$ cat src/rtl/ptngen_multi_if.sv
// Video-path bundle between the timing counter, the pattern generator and the
// DAC/encoder: counts and pattern controls in, pixel colour and DE out.
interface ptngen_multi_if #(
  parameter int CNT_W   = 10,
  parameter int COLOR_W = 8
);
  logic [CNT_W-1:0]     VCNT;
  logic [CNT_W-1:0]     HCNT;
  logic [2:0]           MODE;
  logic [3*COLOR_W-1:0] SOLID_RGB;
  logic [COLOR_W-1:0]   VGA_R;
  logic [COLOR_W-1:0]   VGA_G;
  logic [COLOR_W-1:0]   VGA_B;
  logic                 DE_OUT;

  modport master (
    output VCNT, HCNT, MODE, SOLID_RGB,
    input  VGA_R, VGA_G, VGA_B, DE_OUT
  );

  modport slave (
    input  VCNT, HCNT, MODE, SOLID_RGB,
    output VGA_R, VGA_G, VGA_B, DE_OUT
  );
endinterface

$ cat src/rtl/ptngen_multi.sv
// Multi-pattern video test generator: bars, gray ramp, checker, scrolling bars,
// solid colour. Divider-free running counters, two-stage pipeline to RGB/DE.
module ptngen_multi #(
  parameter int CNT_W       = 10,
  parameter int COLOR_W     = 8,
  parameter int H_BLANK     = 144,
  parameter int H_TOTAL     = 800,
  parameter int V_BLANK     = 35,
  parameter int V_TOTAL     = 525,
  parameter int NUM_BARS    = 8,
  parameter int V_BANDS     = 4,
  parameter int CHK_LOG2    = 5,
  parameter int SCROLL_STEP = 2
) (
  input  logic           PCK,
  input  logic           RST_N,
  ptngen_multi_if.slave  vid
);

  localparam int H_ACT  = H_TOTAL - H_BLANK;
  localparam int V_ACT  = V_TOTAL - V_BLANK;
  localparam int BAR_W  = H_ACT / NUM_BARS;
  localparam int BAND_H = V_ACT / V_BANDS;
  localparam int GINC_Q = (2 ** COLOR_W) / H_ACT;
  localparam int GINC_R = (2 ** COLOR_W) % H_ACT;
  localparam int RGB_W  = 3 * COLOR_W;
  localparam int A_W    = CNT_W + 1;
  localparam int G_W    = COLOR_W + 2;

  typedef struct packed {
    logic [CNT_W-1:0] idx;
    logic [CNT_W-1:0] cnt;
  } span_t;

  typedef struct packed {
    logic [CNT_W-1:0] pos;
    span_t            bar;
  } scr_t;

  // Index advances every `span` steps and parks on `last`, so remainders widen the last span.
  function automatic span_t span_step(span_t s, int span, int last);
    span_t n;
    n = s;
    if (s.cnt == CNT_W'(span - 1) && s.idx != CNT_W'(last)) begin
      n.idx = s.idx + CNT_W'(1);
      n.cnt = '0;
    end else begin
      n.cnt = s.cnt + CNT_W'(1);
    end
    return n;
  endfunction

  function automatic scr_t scr_step(scr_t s);
    scr_t n;
    if (s.pos == CNT_W'(H_ACT - 1)) begin
      n = '0;
    end else begin
      n.pos = s.pos + CNT_W'(1);
      n.bar = span_step(s.bar, BAR_W, NUM_BARS - 1);
    end
    return n;
  endfunction

  function automatic logic [RGB_W-1:0] bar_rgb(logic [2:0] idx, logic inv);
    logic [2:0] c;
    c = ~idx ^ {3{inv}};
    return {{COLOR_W{c[2]}}, {COLOR_W{c[1]}}, {COLOR_W{c[0]}}};
  endfunction

  function automatic logic [COLOR_W-1:0] sat_gray(logic [G_W-1:0] g);
    if (g > {2'b00, {COLOR_W{1'b1}}}) return {COLOR_W{1'b1}};
    return g[COLOR_W-1:0];
  endfunction

  logic [CNT_W-1:0] hcnt, vcnt;
  logic             act, hstart, line_st, fs, chk;

  logic [2:0]       mode_q, mode_d;
  logic [RGB_W-1:0] solid_q, solid_d;
  scr_t             off_q, off_d, scr_q, scr_d, scr_cur;
  span_t            bar_q, bar_d, bar_cur, band_q, band_d, band_cur;
  logic [A_W-1:0]   acc_q, acc_d, acc_cur, acc_sum;
  logic [G_W-1:0]   gray_q, gray_d, gray_cur;
  logic [RGB_W-1:0] pat_p1_q, pat_p1_d, rgb_p2_q, rgb_p2_d;
  logic             act_p1_q, act_p1_d, de_p2_q, de_p2_d;

  assign hcnt = vid.HCNT;
  assign vcnt = vid.VCNT;

  always_comb begin
    act = ({1'b0, hcnt} >= A_W'(H_BLANK)) && ({1'b0, hcnt} < A_W'(H_TOTAL)) &&
          ({1'b0, vcnt} >= A_W'(V_BLANK)) && ({1'b0, vcnt} < A_W'(V_TOTAL));
    hstart  = (hcnt == CNT_W'(H_BLANK));
    line_st = hstart && ({1'b0, vcnt} >= A_W'(V_BLANK)) && ({1'b0, vcnt} < A_W'(V_TOTAL));
    fs      = (hcnt == '0) && (vcnt == '0);
    chk     = (|((hcnt - CNT_W'(H_BLANK)) & CNT_W'(1 << CHK_LOG2))) ^
              (|((vcnt - CNT_W'(V_BLANK)) & CNT_W'(1 << CHK_LOG2)));
  end

  always_comb begin
    mode_d  = mode_q;
    solid_d = solid_q;
    off_d   = off_q;
    if (fs) begin
      mode_d  = vid.MODE;
      solid_d = vid.SOLID_RGB;
      for (int i = 0; i < SCROLL_STEP; i++) off_d = scr_step(off_d);
    end

    // Counters hold the state of the pixel now on HCNT; line start substitutes the initial values.
    bar_cur  = hstart ? '0 : bar_q;
    scr_cur  = hstart ? off_q : scr_q;
    acc_cur  = hstart ? '0 : acc_q;
    gray_cur = hstart ? '0 : gray_q;
    bar_d    = act ? span_step(bar_cur, BAR_W, NUM_BARS - 1) : bar_cur;
    scr_d    = act ? scr_step(scr_cur) : scr_cur;

    acc_sum = acc_cur + A_W'(GINC_R);
    acc_d   = acc_cur;
    gray_d  = gray_cur;
    if (act) begin
      if (acc_sum >= A_W'(H_ACT)) begin
        acc_d  = acc_sum - A_W'(H_ACT);
        gray_d = gray_cur + G_W'(GINC_Q + 1);
      end else begin
        acc_d  = acc_sum;
        gray_d = gray_cur + G_W'(GINC_Q);
      end
    end

    band_cur = band_q;
    if (line_st) band_cur = (vcnt == CNT_W'(V_BLANK)) ? '0 : span_step(band_q, BAND_H, V_BANDS - 1);
    band_d = band_cur;

    // stage 1: pattern select
    act_p1_d = act;
    case (mode_q)
      3'd0:    pat_p1_d = bar_rgb(bar_cur.idx[2:0], band_cur.idx[0]);
      3'd1:    pat_p1_d = {3{sat_gray(gray_cur)}};
      3'd2:    pat_p1_d = chk ? {RGB_W{1'b1}} : '0;
      3'd3:    pat_p1_d = bar_rgb(scr_cur.bar.idx[2:0], band_cur.idx[0]);
      3'd4:    pat_p1_d = solid_q;
      default: pat_p1_d = '0;
    endcase

    // stage 2: blanking gate
    rgb_p2_d = act_p1_q ? pat_p1_q : '0;
    de_p2_d  = act_p1_q;
  end

  always_ff @(posedge PCK or negedge RST_N) begin
    if (!RST_N) begin
      mode_q   <= '0;
      solid_q  <= '0;
      off_q    <= '0;
      scr_q    <= '0;
      bar_q    <= '0;
      band_q   <= '0;
      acc_q    <= '0;
      gray_q   <= '0;
      pat_p1_q <= '0;
      act_p1_q <= 1'b0;
      rgb_p2_q <= '0;
      de_p2_q  <= 1'b0;
    end else begin
      mode_q   <= mode_d;
      solid_q  <= solid_d;
      off_q    <= off_d;
      scr_q    <= scr_d;
      bar_q    <= bar_d;
      band_q   <= band_d;
      acc_q    <= acc_d;
      gray_q   <= gray_d;
      pat_p1_q <= pat_p1_d;
      act_p1_q <= act_p1_d;
      rgb_p2_q <= rgb_p2_d;
      de_p2_q  <= de_p2_d;
    end
  end

  assign vid.VGA_R  = rgb_p2_q[RGB_W-1 -: COLOR_W];
  assign vid.VGA_G  = rgb_p2_q[2*COLOR_W-1 -: COLOR_W];
  assign vid.VGA_B  = rgb_p2_q[COLOR_W-1:0];
  assign vid.DE_OUT = de_p2_q;

endmodule

$ cat src/flat_wrapper.sv
// flat-port wrapper written by rule: the top's interface ports become plain ports
module ptngen_multi_flat 
#(
  parameter int CNT_W       = 10,
  parameter int COLOR_W     = 8,
  parameter int H_BLANK     = 144,
  parameter int H_TOTAL     = 800,
  parameter int V_BLANK     = 35,
  parameter int V_TOTAL     = 525,
  parameter int NUM_BARS    = 8,
  parameter int V_BANDS     = 4,
  parameter int CHK_LOG2    = 5,
  parameter int SCROLL_STEP = 2
)
  (PCK, RST_N, vid_VCNT, vid_HCNT, vid_MODE, vid_SOLID_RGB, vid_VGA_R, vid_VGA_G, vid_VGA_B, vid_DE_OUT);
  ptngen_multi_if #(.CNT_W(CNT_W), .COLOR_W(COLOR_W)) vid_i ();
  input  logic PCK;
  input  logic RST_N;
  input wire logic [$bits(vid_i.VCNT)-1:0] vid_VCNT;
  input wire logic [$bits(vid_i.HCNT)-1:0] vid_HCNT;
  input wire logic [$bits(vid_i.MODE)-1:0] vid_MODE;
  input wire logic [$bits(vid_i.SOLID_RGB)-1:0] vid_SOLID_RGB;
  output wire logic [$bits(vid_i.VGA_R)-1:0] vid_VGA_R;
  output wire logic [$bits(vid_i.VGA_G)-1:0] vid_VGA_G;
  output wire logic [$bits(vid_i.VGA_B)-1:0] vid_VGA_B;
  output wire logic [$bits(vid_i.DE_OUT)-1:0] vid_DE_OUT;
  assign vid_i.VCNT = vid_VCNT;
  assign vid_i.HCNT = vid_HCNT;
  assign vid_i.MODE = vid_MODE;
  assign vid_i.SOLID_RGB = vid_SOLID_RGB;
  assign vid_VGA_R = vid_i.VGA_R;
  assign vid_VGA_G = vid_i.VGA_G;
  assign vid_VGA_B = vid_i.VGA_B;
  assign vid_DE_OUT = vid_i.DE_OUT;
  ptngen_multi #(.CNT_W(CNT_W), .COLOR_W(COLOR_W), .H_BLANK(H_BLANK), .H_TOTAL(H_TOTAL), .V_BLANK(V_BLANK), .V_TOTAL(V_TOTAL), .NUM_BARS(NUM_BARS), .V_BANDS(V_BANDS), .CHK_LOG2(CHK_LOG2), .SCROLL_STEP(SCROLL_STEP)) u_core (.PCK(PCK), .RST_N(RST_N), .vid(vid_i));
endmodule
$ cat config.mk
export PLATFORM = sky130hd
export DESIGN_NAME = ptngen_multi_flat
export DESIGN_NICKNAME = d
export VERILOG_FILES = /design/src/rtl/ptngen_multi_if.sv /design/src/rtl/ptngen_multi.sv /design/src/flat_wrapper.sv
export SDC_FILE = /design/constraint.sdc
export NUM_CORES = 1
export LEC_CHECK = 0
export ABC_AREA = 1
export BUFFER_PORTS_ARGS = -buffer_cell sky130_fd_sc_hd__buf_2
export CAP_MARGIN = 10
export CELL_PAD_IN_SITES_DETAIL_PLACEMENT = 1
export CELL_PAD_IN_SITES_GLOBAL_PLACEMENT = 1
export CORE_UTILIZATION = 40
export DETAILED_ROUTE_END_ITERATION = 10
export GPL_TIMING_DRIVEN = 0
export PLACE_DENSITY = 0.8
export SETUP_SLACK_MARGIN = 0.3
export SLEW_MARGIN = 20
export SYNTH_ARGS = -nofsm -noshare
export SYNTH_HDL_FRONTEND = slang
export SYNTH_SLANG_ARGS = --single-unit
export TNS_END_PERCENT = 1
$ cat constraint.sdc
create_clock -name PCK -period 3.1 [get_ports PCK]
set_input_delay 0.31 -clock PCK [delete_from_list [all_inputs] [get_ports PCK]]
set_output_delay 0.31 -clock PCK [all_outputs]
set_load 0.1 [all_outputs]
==> results.txt, run 1 <==
----------------------------------------------------
[Finish]
  Final core area utilization ... 0.4657
  Fillers ... slightly below 4,000
  Storage element area ... 0.004961 sq mm
  Antenna Cells ... 0
  Area Growth Syn to Fin ... 14.15%
  Share of layout cells above drive strength 1 ... 0.1615
  Area taken by multi-input logic gates ... 0.006556 sq mm
  Final-stage net count ... 1,859

[Timing]
  Max frequency ... between 300 and 400 MHz
  Setup-violating endpoint count in the final report ... 0
  RSZ-0062 raised after global routing ... yes
  Worst Setup Slack, final ... 0.3915 ns
  Number of hold-slack violations in the final timing report ... 0
  Maximum clock skew at final layout ... 0.01111 ns
  Pin slew with the least headroom to its limit ... 0.7946 ns
  Final critical path time including I/O delays and setup ... approximately 2.7 ns
  Tcrit/Tclk final ... 0.8737
  Relative max-transition margin ... 0.4662
  Fin. max-slew vios ... 0

[Global routing]
  Total overflow reported by the global router ... 0
  Largest net degree at the start of global routing ... 100
  First-pass GRT wire length ... about 63,000 um
  Total routing usage reported by global routing ... 0.2520
  Number of global-route vias before repair ... 12,160
  Initial antenna violation count ... 0

[Placement]
  Final GP Congestion ... 0.8649
  Dpl hpwl ... 28,710 um
  Pre-CTS WS ... -0.1706 ns
  Count of buffers from port buffering ... 73

[Die]
  Area inside the core boundary ... a little over 0.03 sq mm
  Chip width ... 178.9 um
  Starting utilization of the core area ... 0.4080
  Die Height ... roughly 180 um
  Die area ... between 0.03 and 0.04 sq mm
  I/O pin count ... between 70 and 80
  Standard-cell rows ... 64

[Logic synthesis]
  Post-Syn Area per Cell ... between 7 and 8 sq um
  Combinational family with the most area after synthesis ... simple AND/OR/NAND/NOR gates
  Number of distinct library cells after synthesis ... 53
  Number of warning messages in the yosys log ... 0
  Adder and majority cell fraction of the synthesized area ... 0.02700
  Proportion of synthesized chip area in sequential cells ... 0.3960
  Synthesized-area fraction occupied by xor and xnor cells ... 0.04540
  Net count after synthesis ... about 1,800
  Total of flip-flops plus latches after synthesis ... 198
  Area fraction in compound gates after synthesis ... 0.09219
  Post-Synthesis Cell Area ... 0.01251 sq mm
  Multiplexer share of the synthesized area ... 0
  Synthesized instance count ... ~1,700
  Post-synthesis simple-gate area fraction ... 0.3503

[Drt]
  Starting DRC count in detailed routing ... between 500 and 600
  Wire length reported by the detailed router ... between 30,000 and 40,000 um
  Post-route antenna net violation count ... 0
  DRC violation count after routing ... 0
  First-pass iteration count of the detailed router ... 5
  Via total after detailed routing ... 11,720
  Via density per instance ... between 5 and 6
  Routed wirelength normalized by instance count ... around 18 um

[Worst setup path]
  R2R Path End ... u_core.off_q[16]
  Worst setup path class ... reg -> reg
  Number of cell instances on the worst register-to-register path ... 16
  Family of cells with the greatest summed delay on the critical path ... simple AND/OR/NAND/NOR gates
  Register-to-register path setup slack ... ~0.39 ns
  Crit path capture type ... flip-flop
  Crit path arrival time ... 3.10 ns
  CP Depth ... 16
  First element of the critical path ... u_core.off_q[20]
  Worst path slowest cell ... sky130_fd_sc_hd__dfrtp_2
  Number of buffer and inverter stages on the critical path ... 2
  Cells along the critical path ... ha_1 -> nand3_1 -> inv_1 -> nand4_4 -> clkbuf_4 -> nand2_1 -> nor2_2 -> ha_1 -> nand3_2 -> nor2_4 -> nand2_1 -> nor2_2 -> nor2_4 -> nand2_1 -> nand3_1 -> nand2_1
  Startpoint of the worst register-to-register path ... u_core.off_q[20]
  Critical Path Source Type ... flip-flop
  Critical path's largest stage delay ... roughly 0.45 ns
  Critical path data required time ... roughly 3.5 ns
  Dominant cell type by count on the critical path ... sky130_fd_sc_hd__nand2_1
  Top fanout value on the critical path ... 10

[Pwr]
  Static leakage power ... 7.324 nW
  Total power ... between 0.007 and 0.008 W
  Combinational cell fraction of total power ... 0.277
  Share of total power in the clock network ... 0.320
  Share of total power in sequential cells ... 0.403
  Sw power ... 0.002702 W
  Worst vdd rail ir drop ... approximately 0.00049 V
  Power density relative to cell area ... 516.0 mW/mm^2
  Share of total power consumed by net switching ... 0.3666
  Internal power of the cells ... between 0.004 and 0.005 W

[Clock tree]
  H-tree depth ... 4
  Number of sinks handled by clock tree synthesis ... approximately 200
  Cts bufs inserted ... 17
  Master cell of the clock root buffer ... sky130_fd_sc_hd__clkbuf_16
  Insertion delay to the later sink of the worst-skew pair ... 0.46 ns
  Worst-case clock buffer depth ... 2
  Post-CTS clock slew at the launch and capture registers of the worst setup and hold paths ... roughly 0.080 ns
  Clock tree from TritonCTS ... yes

[Hold path]
  Hold path startpoint ... vid_SOLID_RGB[20]
  Cell depth of the worst min-delay path ... 3
  Worst min-delay path class ... in -> reg
  Terminating pin of the worst hold path ... u_core.solid_q[20]

[Flow run]
  Number of max-cap violations ... 0

[Status]
  Run status ... finished, final reports clean

----------------------------------------------------
-- worst register-to-register path, cell delays in order (launching register included) --
cell and delay [ns]:
sky130_fd_sc_hd__dfrtp_2 0.45, sky130_fd_sc_hd__ha_1 0.25, sky130_fd_sc_hd__nand3_1 0.13, sky130_fd_sc_hd__inv_1 0.11
sky130_fd_sc_hd__nand4_4 0.14, sky130_fd_sc_hd__clkbuf_4 0.25, sky130_fd_sc_hd__nand2_1 0.10, sky130_fd_sc_hd__nor2_2 0.15
sky130_fd_sc_hd__ha_1 0.21, sky130_fd_sc_hd__nand3_2 0.16, sky130_fd_sc_hd__nor2_4 0.15, sky130_fd_sc_hd__nand2_1 0.08
sky130_fd_sc_hd__nor2_2 0.15, sky130_fd_sc_hd__nor2_4 0.08, sky130_fd_sc_hd__nand2_1 0.08, sky130_fd_sc_hd__nand3_1 0.10
sky130_fd_sc_hd__nand2_1 0.08
-- routing by layer --
metal / share of wire / global-route usage
met5: 0 / 0
met1: 0.44 / 0.3188
met2: 0.50 / 0.4405
met4: 0.027 / 0.09004
met3: 0.029 / 0.02841
-- worst max-delay path by stage --
| stage | slack [ns] | to |
|---|---|---|
| floorplan | 0.54 | u_core.gray_q[5] |
| global placement | -1.73 | u_core.scr_q[26] |
| detailed placement | -0.17 | u_core.off_q[5] |
| CTS | 0.29 | u_core.off_q[3] |
| global route | 0.15 | u_core.off_q[16] |
| finish | 0.39 | u_core.off_q[16] |
-- area by class of cell --
cell class / count / area share
buffer: 45 / 0.02155
clock buffer: 18 / 0.03005
clock inverter: 14 / 0.01244
inverter: 218 / 0.05729
multi-input combinational: 1214 / 0.4590
sequential: 198 / 0.3473
tap: 396 / 0.03469
timing repair buffer: 89 / 0.03767
-- synthesized netlist by cell type (all sizes together) --
library cell	n	area [sq um]
o22ai	17	106.4
nor3b	4	45.05
xor2	51	446.7
nor3	52	327.8
o211ai	1	7.510
clkinv	3	11.26
dfrtp	198	4955
a31o	1	8.760
nand3	141	748.2
o21ai	99	656.9
buf	26	226.5
a221oi	1	8.760
nand2b	1	6.260
o31ai	1	7.510
xnor2	13	121.4
and3b	1	8.760
nor2b	1	13.76
nand4	44	315.3
ha	27	337.8
a41oi	24	210.2
nor4	8	50.05
inv	215	807.0
nand3b	6	45.04
clkbuf	19	71.32
nand2	515	2053
or2	3	21.28
o21bai	1	7.510
nor2	177	742.0
a31oi	1	21.27
a21oi	23	118.9
and3	1	6.260
-- per-stage QoR --
step	area [sq um]	hold slack, ns	cells	setup TNS, ns
2_1_floorplan	12510	0.01441	1675	0
3_3_place_gp	13370	0.4205	2144	-339.27
3_5_place_dp	13440	0.1730	2146	-1.722
4_1_cts	14140	0.04508	2184	0
5_1_grt	14280	0.06212	2192	0
6_report	14280	0.05012	2192	0
-- sequential cells by signal, summed over array words and instances (netlist names), 3 cells and up --
name             count
u_core.scr_q        30
u_core.solid_q      24
u_core.bar_q        20
u_core.off_q        30
u_core.band_q       20
u_core.gray_q       10
u_core.rgb_p2_q     24
u_core.acc_q        11
u_core.pat_p1_q     24
u_core.mode_q        3
-- layout by cell type, fill, tap and decap left out, types with 4 or more instances in the layout --
cell type	netlist	routed
sky130_fd_sc_hd__nand2_2	15	15
sky130_fd_sc_hd__clkbuf_16	0	17
sky130_fd_sc_hd__buf_6	13	14
sky130_fd_sc_hd__buf_4	2	15
sky130_fd_sc_hd__nand3b_1	6	6
sky130_fd_sc_hd__nand3_2	6	9
sky130_fd_sc_hd__nand4_1	39	39
sky130_fd_sc_hd__o22ai_1	17	17
sky130_fd_sc_hd__inv_2	12	12
sky130_fd_sc_hd__o21ai_4	7	7
sky130_fd_sc_hd__o21ai_0	44	44
sky130_fd_sc_hd__buf_2	10	81
sky130_fd_sc_hd__o21ai_2	22	22
sky130_fd_sc_hd__nor2_2	16	20
sky130_fd_sc_hd__dfrtp_2	0	5
sky130_fd_sc_hd__clkbuf_1	19	19
sky130_fd_sc_hd__nand2_1	489	486
sky130_fd_sc_hd__nor3_2	9	10
sky130_fd_sc_hd__a21oi_1	22	22
sky130_fd_sc_hd__nor2_1	156	147
sky130_fd_sc_hd__nor4_1	8	8
sky130_fd_sc_hd__ha_1	27	26
sky130_fd_sc_hd__inv_6	0	5
sky130_fd_sc_hd__dfrtp_1	198	193
sky130_fd_sc_hd__nand3_1	134	130
sky130_fd_sc_hd__xnor2_1	12	12
sky130_fd_sc_hd__o21ai_1	26	26
sky130_fd_sc_hd__a41oi_1	24	24
sky130_fd_sc_hd__nand2_4	11	14
sky130_fd_sc_hd__nor3_1	41	40
sky130_fd_sc_hd__clkinv_8	0	4
sky130_fd_sc_hd__nor2_4	5	10
sky130_fd_sc_hd__xor2_1	51	51
sky130_fd_sc_hd__inv_1	203	203
-- power by group through the flow --
stage	clock [W]	sequential (W)	combinational, W
floorplan	0	0.00314	0.00139
finish	0.00236	0.00297	0.00204
global placement	0	0.00301	0.00193
global route	0.00248	0.00300	0.00226
detailed placement	0	0.00302	0.00202
CTS	0.00241	0.00297	0.00204
-- kinds of logic (layout without fill, tap and decap cells) --
logic type,count (synthesis),in the layout
fa+ha+maj,27,27
simple gates,954,954
compound gates,169,169
flops,198,198
buf+inv,263,384
xor+xnor,64,64
-- repair_timing --
| action | in CTS | in global routing |
|---|---|---|
| setup endpoints to repair | 19 | 58 |
| hold buffers | 1 | 0 |
| pin swaps | 3 | 6 |
| buffers inserted | 5 | 8 |
| endpoints found under the hold margin | 21 | 0 |
| resized for setup | 13 | 24 |
Note: power is estimated with default switching activity, not from simulation.
==> run 2: changes to the inputs <==
clock period = 2.8 ns   (was 3.1 ns; I/O delays follow)
==> results.txt, run 2 (same netlist as run 1, synthesis figures left out) <==
----------------------------------------------------
[Drt]
  Routed wirelength normalized by instance count ... roughly 18 um
  Via total after detailed routing ... between 10,000 and 15,000
  DRC violation count after routing ... 0
  Post-route antenna net violation count ... 0
  Starting DRC count in detailed routing ... around 540
  Wire length reported by the detailed router ... a little under 40,000 um
  Via density per instance ... 5.322
  First-pass iteration count of the detailed router ... 5

[Timing]
  Minimum hold slack ... 0.02308 ns
  Final TNS setup ... 0 ns
  Fin. max-slew vios ... 0
  Relative max-transition margin ... 0.3382
  Number of hold-slack violations in the final timing report ... 0
  Pin slew with the least headroom to its limit ... 0.9852 ns
  Final critical path time including I/O delays and setup ... 2.569 ns
  Setup-violating endpoint count in the final report ... 0
  Max frequency ... 389.3 MHz
  Tcrit/Tclk final ... 0.9175
  Maximum clock skew at final layout ... about 0.016 ns
  RSZ-0062 raised after global routing ... yes

[Die]
  Die Height ... approximately 180 um
  Area inside the core boundary ... ~0.031 sq mm
  Die area ... 0.03199 sq mm
  Standard-cell rows ... 64
  Starting utilization of the core area ... 0.4080
  I/O pin count ... 74
  Chip width ... approximately 180 um

[Worst setup path]
  Critical path's largest stage delay ... approximately 0.38 ns
  Family of cells with the greatest summed delay on the critical path ... simple AND/OR/NAND/NOR gates
  Critical Path Source Type ... flip-flop
  Number of cell instances on the worst register-to-register path ... 18
  Register-to-register path setup slack ... 0.23 ns
  Worst path slowest cell ... sky130_fd_sc_hd__dfrtp_2
  End point of the critical path ... u_core.off_q[19]
  Startpoint of the worst register-to-register path ... u_core.off_q[11]
  Critical path data required time ... 3.15 ns
  Number of buffer and inverter stages on the critical path ... 2
  CP Depth ... 18
  First element of the critical path ... u_core.off_q[11]
  R2R Path End ... u_core.off_q[19]
  Crit path arrival time ... slightly below 3 ns
  Top fanout value on the critical path ... 5
  Crit path capture type ... flip-flop
  Worst setup path class ... reg -> reg
  Cells along the critical path ... ha_1 -> nand2_2 -> nor2_2 -> nand2_2 -> nand2_4 -> nand2_4 -> nor2_4 -> ha_4 -> inv_1 -> nor2_1 -> nand4_1 -> nor2_1 -> nand3_1 -> nor2_4 -> buf_12 -> nand4_1 -> nand3_2 -> nand2_1

[Placement]
  Dpl hpwl ... just under 30,000 um
  Count of buffers from port buffering ... 73
  Total instance count after detailed placement ... ~2,100
  Final GP Congestion ... approximately 0.9

[Pwr]
  Combinational cell fraction of total power ... 0.290
  Power density relative to cell area ... about 560 mW/mm^2
  Worst vdd rail ir drop ... ~0.0006 V
  Share of total power in the clock network ... 0.308
  Sw power ... 0.003000 W
  Static leakage power ... roughly 7.5 nW
  Share of total power consumed by net switching ... 0.3668
  Internal power of the cells ... approximately 0.0052 W
  Share of total power in sequential cells ... 0.402

[Global routing]
  Largest net degree at the start of global routing ... 102
  Total overflow reported by the global router ... 0
  Initial antenna violation count ... 0
  Total routing usage reported by global routing ... 0.2522
  First-pass GRT wire length ... about 63,000 um
  Number of global-route vias before repair ... between 10,000 and 15,000

[Clock tree]
  Insertion delay to the later sink of the worst-skew pair ... 0.46 ns
  H-tree depth ... 4
  Worst-case clock buffer depth ... 2
  Cts bufs inserted ... 17
  Clock tree from TritonCTS ... yes
  Number of sinks handled by clock tree synthesis ... ~200
  Master cell of the clock root buffer ... sky130_fd_sc_hd__clkbuf_16
  Post-CTS clock slew at the launch and capture registers of the worst setup and hold paths ... 0.09 ns

[Finish]
  Final-stage net count ... approximately 1,900
  Share of layout cells above drive strength 1 ... 0.1991
  Registers with the highest flip-flop counts ... u_core.off_q: 30 flops, u_core.scr_q: 30 flops
  Layout Cells excl Fill ... 2,215
  Area Growth Syn to Fin ... 17.77%
  Leading cell type in the layout, fill and taps excluded ... sky130_fd_sc_hd__nand2_1
  Leading cell types in the layout, fill and taps excluded ... sky130_fd_sc_hd__nand2_1 (479), sky130_fd_sc_hd__inv_1 (195), sky130_fd_sc_hd__dfrtp_1 (189), sky130_fd_sc_hd__nor2_1 (138), sky130_fd_sc_hd__nand3_1 (119)

[Status]
  Run status ... finished, final reports clean

[Hold path]
  Worst min-delay path class ... in -> reg

[Flow run]
  Number of max-cap violations ... 0

----------------------------------------------------
-- run 2: cell type report --
| type | instances | area, sq um |
|---|---|---|
| Inverter | 218 | 818.3 |
| Antenna cell | 1 | 2.502 |
| Clock buffer | 19 | 452.9 |
| Buffer | 45 | 344.1 |
| Timing Repair Buffer | 112 | 723.2 |
| Multi-Input combinational cell | 1214 | 6805 |
| Sequential cell | 198 | 4966 |
| Fill cell | 3858 | 15930 |
| Clock inverter | 12 | 128.9 |
| Tap cell | 396 | 495.5 |
-- run 2: stage by stage --
step / power, W / setup slack [ns] / utilization / area, sq um
floorplan: 0.005022 / 0.2952 / - / 12520
global placement: 0.005467 / -1.984 / 0.4362 / 13380
detailed placement: 0.005574 / -0.5190 / 0.4384 / 13440
CTS: 0.008126 / 0.1802 / 0.4652 / 14270
global route: 0.008607 / 0.07111 / 0.4804 / 14730
finish: 0.008180 / 0.2310 / 0.4805 / 14740
-- run 2: metal layers --
metal	global-route usage	up-vias	routed length, um
met5	0	-	0
met4	0.09993	0	1032
met3	0.03159	67	1295
met2	0.4443	209	20060
met1	0.3103	5843	17390
li1	-	5669	-
-- run 2: power groups by stage --
| stage | Sequential [W] | Combinational [W] | Clock, W |
|---|---|---|---|
| after global routing | 0.00332 | 0.00262 | 0.00267 |
| after floorplan | 0.00348 | 0.00154 | 0 |
| after CTS | 0.00329 | 0.00228 | 0.00256 |
| after global placement | 0.00333 | 0.00214 | 0 |
| final | 0.00329 | 0.00237 | 0.00252 |
| after detailed placement | 0.00334 | 0.00223 | 0 |
-- run 2: worst register-to-register path: stages, from the launching register on --
cell                      delay [ns]
sky130_fd_sc_hd__dfrtp_2        0.38
sky130_fd_sc_hd__ha_1           0.21
sky130_fd_sc_hd__nand2_2        0.11
sky130_fd_sc_hd__nor2_2         0.15
sky130_fd_sc_hd__nand2_2        0.12
sky130_fd_sc_hd__nand2_4        0.10
sky130_fd_sc_hd__nand2_4        0.09
sky130_fd_sc_hd__nor2_4         0.14
sky130_fd_sc_hd__ha_4           0.14
sky130_fd_sc_hd__inv_1          0.04
sky130_fd_sc_hd__nor2_1         0.10
sky130_fd_sc_hd__nand4_1        0.08
sky130_fd_sc_hd__nor2_1         0.13
sky130_fd_sc_hd__nand3_1        0.12
sky130_fd_sc_hd__nor2_4         0.17
sky130_fd_sc_hd__buf_12         0.13
sky130_fd_sc_hd__nand4_1        0.13
sky130_fd_sc_hd__nand3_2        0.08
sky130_fd_sc_hd__nand2_1        0.05
-- run 2: worst min path at each step --
stage                        from                  to  slack, ns  depth (start not counted)
2_1_floorplan               RST_N     u_core.acc_q[0]      -0.02                          0
3_3_place_gp   u_core.pat_p1_q[9]  u_core.rgb_p2_q[9]       0.42                          2
3_5_place_dp                RST_N    u_core.band_q[7]       0.10                          1
4_1_cts         vid_SOLID_RGB[12]  u_core.solid_q[12]       0.02                          3
5_1_grt         vid_SOLID_RGB[20]  u_core.solid_q[20]       0.02                          3
6_report        vid_SOLID_RGB[19]  u_core.solid_q[19]       0.02                          3
-- run 2: what timing repair did --
item,CTS,global route
cloned,0,0
pin swaps,10,33
hold buffers,1,0
setup buffers,12,24
gates resized for setup,35,83
endpoints found under the hold margin,195,0
setup endpoints to repair,61,96
==> run 3: changes to the inputs <==
CORE_UTILIZATION = 35   (was 40)
PLACE_DENSITY = 0.72   (was 0.8)
==> results.txt, run 3 (same netlist as run 1, synthesis figures left out) <==
----------------------------------------------------
[Global routing]
  Largest net degree at the start of global routing ... 88
  First-pass GRT wire length ... roughly 63,000 um
  Number of global-route vias before repair ... roughly 12,000
  Initial antenna violation count ... 0
  Total overflow reported by the global router ... 0
  Total routing usage reported by global routing ... 0.2202

[Clock tree]
  Insertion delay to the later sink of the worst-skew pair ... roughly 0.46 ns
  Post-CTS clock slew at the launch and capture registers of the worst setup and hold paths ... ~0.09 ns
  Cts bufs inserted ... 17
  Clock tree from TritonCTS ... yes
  Worst-case clock buffer depth ... 2
  Number of sinks handled by clock tree synthesis ... just under 200
  H-tree depth ... 4
  Master cell of the clock root buffer ... sky130_fd_sc_hd__clkbuf_16

[Worst setup path]
  Cells along the critical path ... buf_2 -> inv_2 -> ha_1 -> nand3_2 -> nor2_4 -> nand2_4 -> buf_12 -> buf_6 -> buf_6 -> nand2_2 -> inv_1 -> ha_1 -> xnor2_2 -> a31oi_4 -> nand2_4 -> buf_4 -> a21oi_1 -> xor2_1
  Critical Path Source Type ... primary input
  First element of the critical path ... vid_HCNT[5]
  Critical path data required time ... roughly 3.2 ns
  Startpoint of the worst register-to-register path ... u_core.off_q[18]
  Critical path's largest stage delay ... between 0.2 and 0.25 ns
  Top fanout value on the critical path ... 10
  Crit path capture type ... flip-flop
  Worst setup path class ... in -> reg
  Worst path slowest cell ... sky130_fd_sc_hd__ha_1
  Crit path arrival time ... approximately 2.9 ns

[Pwr]
  Total power ... around 0.0085 W
  Share of total power in the clock network ... 0.321
  Static leakage power ... between 7 and 8 nW
  Worst vdd rail ir drop ... about 0.00046 V
  Share of total power consumed by net switching ... 0.3768
  Share of total power in sequential cells ... 0.387
  Sw power ... 0.003201 W
  Combinational cell fraction of total power ... 0.292
  Internal power of the cells ... 0.005293 W
  Power density relative to cell area ... 562.7 mW/mm^2

[Finish]
  Share of layout cells above drive strength 1 ... 0.2152
  Area Growth Syn to Fin ... 20.64%
  Leading cell type in the layout, fill and taps excluded ... sky130_fd_sc_hd__nand2_1
  Leading cell types in the layout, fill and taps excluded ... sky130_fd_sc_hd__nand2_1 (476), sky130_fd_sc_hd__inv_1 (192), sky130_fd_sc_hd__dfrtp_1 (189), sky130_fd_sc_hd__nor2_1 (132), sky130_fd_sc_hd__nand3_1 (112)
  Antenna Cells ... 0
  Layout Cells excl Fill ... ~2,300
  Final-stage net count ... approximately 1,900
  Registers with the highest flip-flop counts ... u_core.off_q: 30 flops, u_core.scr_q: 30 flops

[Timing]
  Maximum clock skew at final layout ... ~0.014 ns
  Setup-violating endpoint count in the final report ... 0
  Relative max-transition margin ... 0.4620
  Fin. max-slew vios ... 0
  Max frequency ... about 400 MHz
  Tcrit/Tclk final ... 0.8954
  Pin slew with the least headroom to its limit ... roughly 0.80 ns
  Number of hold-slack violations in the final timing report ... 0
  Final critical path time including I/O delays and setup ... about 2.5 ns
  RSZ-0062 raised after global routing ... yes

[Drt]
  Via total after detailed routing ... around 12,000
  Wire length reported by the detailed router ... 39,330 um
  Routed wirelength normalized by instance count ... between 15 and 20 um
  DRC violation count after routing ... 0
  First-pass iteration count of the detailed router ... 4
  Starting DRC count in detailed routing ... roughly 500
  Via density per instance ... about 5.1
  Post-route antenna net violation count ... 0

[Flow run]
  Number of max-cap violations ... 0

[Placement]
  Count of buffers from port buffering ... 73
  Final GP Congestion ... between 0.8 and 0.9
  Dpl hpwl ... around 29,000 um
  Total instance count after detailed placement ... about 2,200

[Status]
  Run status ... finished, final reports clean

[Die]
  Die Height ... roughly 190 um
  Starting utilization of the core area ... 0.3587
  Area inside the core boundary ... around 0.035 sq mm
  Chip width ... 191.1 um
  Standard-cell rows ... 68
  Die area ... between 0.03 and 0.04 sq mm
  I/O pin count ... 74

[Hold path]
  Worst min-delay path class ... in -> reg
  Hold path startpoint ... vid_SOLID_RGB[10]

----------------------------------------------------
==> run 3: layer usage <==
layer	part of all wire	GRT usage
met5	0	0
met4	0.024	0.05983
met3	0.030	0.02735
met2	0.50	0.3874
met1	0.45	0.2822
==> run 3: worst paths after layout <==
check                                      to  slack (ns)  depth (start not counted)
min in group asynchronous   u_core.band_q[19]        0.25                          2
max in group asynchronous   u_core.solid_q[9]        1.41                          4
setup / recovery              u_core.acc_q[8]        0.29                         18
setup reg to reg              u_core.off_q[6]        0.32                         14
hold reg to reg            u_core.rgb_p2_q[9]        0.44                          2
hold / removal             u_core.solid_q[10]        0.02                          3
==> run 3: through the flow <==
step | setup WS (ns) | hold WS, ns | util | setup TNS (ns) | cell area [sq um]
4_1_cts | 0.2294 | 0.005961 | 0.4162 | 0 | 14520
6_report | 0.2929 | 0.01804 | 0.4327 | 0 | 15100
5_1_grt | 0.1516 | 0.01608 | 0.4327 | 0 | 15100
3_3_place_gp | -2.065 | 0.4206 | 0.3857 | -410.30 | 13450
2_1_floorplan | 0.2952 | -0.01559 | - | 0 | 12520
3_5_place_dp | -0.5877 | 0.1518 | 0.3875 | -11.13 | 13520
==> run 3: cell type report <==
class                      count  area (sq um)
buffer                        45         355.3
clock buffer                  17         425.4
clock inverter                15         225.2
fill                        4342         19790
inverter                     218         818.3
multi-input combinational   1214          6917
sequential                   198          4966
tap                          455         569.3
timing repair buffer         124         819.5
==> run 3: what timing repair did <==
action                     4_1_cts  5_1_grt
gates resized for setup         55       92
hold buffers                     1        0
pin swaps                       14       45
setup buffers                   20       26
setup endpoints to repair       62       92
hold endpoints to repair        26        0
gates cloned                     0        2
==> run 3: critical path, delay by kind of cell <==
kind / cells / cell delay [ns]
buf+inv: 7 / 0.92
simple gates: 5 / 0.58
fa+ha+maj: 2 / 0.39
xor+xnor: 2 / 0.37
compound gates: 2 / 0.33
==> run 3: power groups by stage <==
stage / Sequential (W) / Combinational [W] / Clock [W]
final: 0.00329 / 0.00248 / 0.00273
after detailed placement: 0.00334 / 0.00224 / 0
after CTS: 0.00328 / 0.00227 / 0.00279
after global routing: 0.00332 / 0.00275 / 0.00289
after floorplan: 0.00348 / 0.00154 / 0
after global placement: 0.00333 / 0.00215 / 0
